$ cat config.mk
export PLATFORM = sky130hd
export DESIGN_NAME = clock_sequencer_card
export DESIGN_NICKNAME = d
export VERILOG_FILES = /design/src/rtl/clock_sequencer_card_pkg.sv /design/src/rtl/clock_sequencer_card_prescaler.sv /design/src/rtl/clock_sequencer_card.sv
export SDC_FILE = /design/constraint.sdc
export NUM_CORES = 1
export LEC_CHECK = 0
export CAP_MARGIN = 15
export CORE_UTILIZATION = 47
export DETAILED_ROUTE_END_ITERATION = 10
export PLACE_DENSITY = 0.75
export RECOVER_POWER = 50
export SYNTH_ARGS = -nofsm -noshare
export SYNTH_HDL_FRONTEND = slang
export SYNTH_SLANG_ARGS = --single-unit
$ cat constraint.sdc
create_clock -name clk -period 2.3 [get_ports clk]
set_input_delay 0.575 -clock clk [delete_from_list [all_inputs] [get_ports clk]]
set_output_delay 0.575 -clock clk [all_outputs]
set_load 0.02 [all_outputs]
$ cat src/rtl/clock_sequencer_card_pkg.sv
// Shared constants for the clock sequencer card: FSM state encoding and the
// phase names the SUBLEQ datapath cards use to index phase_strobe.
package clock_sequencer_card_pkg;

    // Sequencer states; encoding is visible on the backplane debug header.
    typedef enum logic [1:0] {
        HALTED   = 2'd0,
        RUNNING  = 2'd1,
        STEPPING = 2'd2
    } seq_state_e;

    // Phase indices within one SUBLEQ instruction.
    localparam int PH_FETCH_A = 0;
    localparam int PH_FETCH_B = 1;
    localparam int PH_FETCH_C = 2;
    localparam int PH_READ    = 3;
    localparam int PH_SUB     = 4;
    localparam int PH_WRITE   = 5;
    localparam int PH_BRANCH  = 6;
    localparam int PH_SPARE   = 7;

    localparam int NUM_PHASES = PH_SPARE + 1;

endpackage

$ cat src/rtl/clock_sequencer_card_prescaler.sv
// Divides clk into phase ticks: one tick every PRESCALE clk cycles while
// enabled. The counter is cleared whenever enable is low, so the first tick
// after enabling always lands PRESCALE edges later.
module clock_prescaler #(
    parameter int PRESCALE   = 1,
    parameter int PRESCALE_W = 8
) (
    input  logic clk,
    input  logic rst_n,
    input  logic enable,
    output logic tick
);

    localparam logic [PRESCALE_W-1:0] LAST_CNT = PRESCALE_W'(PRESCALE - 1);

    logic [PRESCALE_W-1:0] r_cnt;

    assign tick = enable && (r_cnt == LAST_CNT);

    // Count 0..PRESCALE-1 while enabled, wrap on tick, hold at 0 otherwise.
    always_ff @(posedge clk or negedge rst_n) begin
        // NOTE: clocked state uses non-blocking (<=) so every register samples
        // pre-edge values regardless of statement or block order.
        if (!rst_n) begin
            r_cnt <= '0;
        end else if (!enable || tick) begin
            r_cnt <= '0;
        end else begin
            r_cnt <= r_cnt + 1'b1;
        end
    end

endmodule

$ cat src/rtl/clock_sequencer_card.sv
// Clock sequencer card: turns clk into a gated multi-phase execution sequence
// for the SUBLEQ datapath, with run / halt / single-step control. The machine
// only ever stops at an instruction boundary (tick of the last phase).
module clock_sequencer_card
    import clock_sequencer_card_pkg::*;
#(
    parameter int PHASES     = 8,
    parameter int PHASE_W    = 3,
    parameter int PRESCALE   = 1,
    parameter int PRESCALE_W = 8,
    parameter int COUNT_W    = 16
) (
    input  logic               clk,
    input  logic               rst_n,
    input  logic               run_req,
    input  logic               halt_req,
    input  logic               step_req,
    output logic [PHASE_W-1:0] phase,
    output logic [PHASES-1:0]  phase_strobe,
    output logic               cycle_start,
    output logic               running,
    output logic               halted,
    output logic [COUNT_W-1:0] instr_count
);

    localparam logic [PHASE_W-1:0] LAST_PHASE = PHASE_W'(PHASES - 1);
    localparam logic [PHASES-1:0]  STROBE_ONE = PHASES'(1);

    seq_state_e         r_state;
    logic               r_halt_pending;
    logic               r_running;
    logic               r_halted;
    logic [PHASE_W-1:0] r_phase;
    logic [PHASES-1:0]  r_strobe;
    logic               r_cycle_start;
    logic [COUNT_W-1:0] r_count;

    logic               w_active;
    logic               w_tick;
    logic               w_boundary;

    assign w_active   = (r_state != HALTED);
    assign w_boundary = w_tick && (r_phase == LAST_PHASE);

    clock_prescaler #(
        .PRESCALE   (PRESCALE),
        .PRESCALE_W (PRESCALE_W)
    ) u_prescaler (
        .clk    (clk),
        .rst_n  (rst_n),
        .enable (w_active),
        .tick   (w_tick)
    );

    // Phase counter, registered strobes and instruction counter; all advance on a tick.
    always_ff @(posedge clk or negedge rst_n) begin
        if (!rst_n) begin
            r_phase       <= '0;
            r_strobe      <= '0;
            r_cycle_start <= 1'b0;
            r_count       <= '0;
        end else if (w_tick) begin
            r_strobe      <= STROBE_ONE << r_phase;
            r_cycle_start <= (r_phase == '0);
            if (r_phase == LAST_PHASE) begin
                r_phase <= '0;
                r_count <= r_count + 1'b1;
            end else begin
                r_phase <= r_phase + 1'b1;
            end
        end else begin
            r_strobe      <= '0;
            r_cycle_start <= 1'b0;
        end
    end

    // Run/halt/step FSM with registered running/halted flags and the deferred halt request.
    always_ff @(posedge clk or negedge rst_n) begin
        if (!rst_n) begin
            r_state        <= HALTED;
            r_halt_pending <= 1'b0;
            r_running      <= 1'b0;
            r_halted       <= 1'b1;
        end else begin
            case (r_state)
                HALTED: begin
                    r_halt_pending <= 1'b0;
                    if (step_req) begin
                        r_state   <= STEPPING;
                        r_running <= 1'b1;
                        r_halted  <= 1'b0;
                    end else if (run_req) begin
                        r_state   <= RUNNING;
                        r_running <= 1'b1;
                        r_halted  <= 1'b0;
                    end
                end
                RUNNING: begin
                    if (w_boundary) begin
                        // A halt arriving on the boundary tick itself stops here too.
                        if (r_halt_pending || halt_req || !run_req) begin
                            r_state   <= HALTED;
                            r_running <= 1'b0;
                            r_halted  <= 1'b1;
                        end
                        r_halt_pending <= 1'b0;
                    end else if (halt_req) begin
                        r_halt_pending <= 1'b1;
                    end
                end
                STEPPING: begin
                    if (w_boundary) begin
                        r_state   <= HALTED;
                        r_running <= 1'b0;
                        r_halted  <= 1'b1;
                    end
                end
                default: begin
                    r_state        <= HALTED;
                    r_halt_pending <= 1'b0;
                    r_running      <= 1'b0;
                    r_halted       <= 1'b1;
                end
            endcase
        end
    end

    assign phase        = r_phase;
    assign phase_strobe = r_strobe;
    assign cycle_start  = r_cycle_start;
    assign running      = r_running;
    assign halted       = r_halted;
    assign instr_count  = r_count;

endmodule

==> metrics <==
outcome=complete, no violations; worst slew pin tran=0.958 ns; Critical Path RT=2.51 ns; largest net degree at the start of global routing=41; area leader, netlist=dfrtp_1; flops & latches, synth=40; Leakage Power=1.09 nW; Layout Skew=0.00683 ns; port bufs=34; Max-Cap Viols=0; Sink Count=40; Comb pwr share=0.360; placed wire-length estimate=2.48 mm; placed inst area=0.00228 mm2; post-route design area=0.00237 mm2; register area share after synthesis=0.535; layout cell share with drive strength beyond 1=0.0927; Max Fclk=0.492 GHz; worst setup path class=flip-flop to flip-flop; CTS tree=yes; clock buffer depth=2; Unique masters post-synth=40; # setup viols final=0; startpoint class of the critical path=flip-flop; main area contributors after synthesis=dfrtp_1 52%, xnor2_1 6.5%, ha_1 6.0%; switching power=839 uW; Die Width=65.1 um; Primary FF master, synth=dfrtp_1; vias after detailed routing=1312; Overflow after GRT=0; synth-to-layout area growth=26.6%; DR iter-0 viols=64; DIE HEIGHT=65.1 um; Async S/R FF share, synth=1.00; RSZ-0062 raised after global routing=false; Final ANT Viol Nets=0; Total Wirelength=3.40 mm; Switching Share=0.348; Core ar.=0.00374 mm2; Via-to-Cell Ratio=5.19; starting density of the core=0.500; routability-driven placement congestion ratio=0.802; clock slew at reported path FFs=0.08 ns; top cell type's share of synthesized area=0.521; Reg power frac=0.409; antenna violations before repair=0; EDFF count, synth=0; Max IR drop VDD=0.468 mV; pre-CTS worst setup slack=0.292 ns; ant diodes=0; final slew viol count=0; clock root cell=clkbuf_8; vias in the first global route=1277; # DRC=0; Clk Latency, worst-skew pair=0.29 ns; Hold Violations, Final=0; Yosys Warn Count=0; post-CTS resize count=0; crit path capture type=flip-flop; # IOs=35; synthesized cell area=0.00187 mm2; routed len/inst=13.4 um; worst min path class=flip-flop to flip-flop; critical path arrival=2.24 ns; power per cell area=1020 mW/mm2; Post-CTS Setup Inserts=0; Overall Power=2.41 mW; period utilisation layout=0.884; Tmin final=2.03 ns; Syn Nets=178; Syn Inst Count=164; Nets=218; CTS Hold Bufs=0; CTS Buf Count=5; Die ar.=0.00424 mm2; Rows=22; setup TNS=0 ns; first-pass GRT wire length=5.78 mm; Max-slew headroom=0.361; Internal=1.57 mW; total track usage=0.176; Final Worst Setup Slack=0.266 ns; Fill cells=292; # H-tree levels=2; Clk pwr share=0.231; CP max FO=6; Mean Syn Cell Area=11.4 um2; DR pass1 iterations=4
==> state kept, by name, indices dropped and copies added (netlist names) <==
name and flops:
instr_count 16, phase_strobe 8, u_prescaler.r_cnt 8, phase 3, r_state 2, halted 1, r_halt_pending 1, running 1
==> layout make-up <==
type	instances	area [um2]	area share
Sequential cell	40	1000	0.423
Timing Repair Buffer	39	367	0.155
Inverter	8	30.0	0.0127
Tap cell	48	60.1	0.0253
Clock buffer	5	68.8	0.0290
Multi-Input combinational cell	110	801	0.338
Clock inverter	3	42.5	0.0179
==> cell families after synthesis <==
logic type / share of synthesized area
DFF: 0.535
adders and majority gates: 0.0601
AOI/OAI and AO/OA: 0.0548
and+or+nand+nor: 0.209
xor gates and xnor gates: 0.0982
buffers and inverters: 0.0347
muxes: 0.00801
==> metal layers <==
metal  up-vias  track usage  wire length, um
li1        639            -                -
met1       642        0.228             1540
met2        29        0.303             1730
met3         2       0.0313              114
met4         0       0.0489               15
met5         -            0                0
==> Yosys cell counts (all sizes together), types with 2 or more instances <==
library cell,number
ha,9
buf,2
nand2,7
nor3,3
nand3b,2
clkbuf,4
nand4,5
nor2,15
inv,8
and3,11
o21ai,5
nand3,12
and4,2
xnor2,14
o31ai,2
xor2,7
dfrtp,39
==> power by group through the flow <==
stage,clock network [mW],logic (mW),registers [mW]
final,0.557,0.868,0.987
after global routing,0.601,0.944,1.01
after global placement,0,0.875,0.989
after floorplan,0,0.413,1.10
after detailed placement,0,0.899,1.01
after CTS,0.572,0.904,0.992
==> path summary, 6_finish.rpt <==
| kind | end | slack (ns) | start | depth (start not counted) |
|---|---|---|---|---|
| worst max register to register | instr_count[6]$_DFFE_PN0P_ | 0.27 | u_prescaler.r_cnt[2]$_DFF_PN0_ | 5 |
| worst max-delay path | instr_count[6]$_DFFE_PN0P_ | 0.27 | u_prescaler.r_cnt[2]$_DFF_PN0_ | 5 |
| max in group asynchronous | running$_DFFE_PN0P_ | 1.20 | rst_n | 2 |
| worst min register to register | instr_count[15]$_DFFE_PN0P_ | 0.49 | instr_count[15]$_DFFE_PN0P_ | 1 |
| min in group asynchronous | instr_count[10]$_DFFE_PN0P_ | 0.52 | rst_n | 2 |
| worst min-delay path | instr_count[15]$_DFFE_PN0P_ | 0.49 | instr_count[15]$_DFFE_PN0P_ | 1 |
==> metrics by stage <==
| stage | util | cells | hold WS [ns] |
|---|---|---|---|
| 3_3_place_gp | 0.610 | 245 | 0.463 |
| 3_5_place_dp | 0.610 | 245 | 0.480 |
| 5_1_grt | 0.633 | 253 | 0.524 |
| 6_report | 0.633 | 253 | 0.486 |
| 4_1_cts | 0.640 | 253 | 0.251 |
| 2_1_floorplan | - | 164 | 0.279 |
==> critical path, stage by stage, from the launching register on <==
cell and delay [ns]:
dfrtp_1 0.44, or4_1 0.55, buf_4 0.19, nor4_4 0.38, and3_1 0.24, xor2_1 0.15
==> placed cells by master (no fill, tap or decap), types with 2 or more instances in the layout <==
cell type	instances
o21ai_0	4
xor2_1	7
nand4_1	5
nand3b_1	2
xnor2_1	14
nand3_1	12
dfrtp_1	39
clkdlybuf4s50_1	28
dlygate4sd3_1	5
and4_1	2
o31ai_1	2
buf_4	3
nand2_1	7
clkbuf_8	5
ha_1	9
inv_1	8
nor2_1	14
and3_1	11
(Power assumes the default switching activity.)
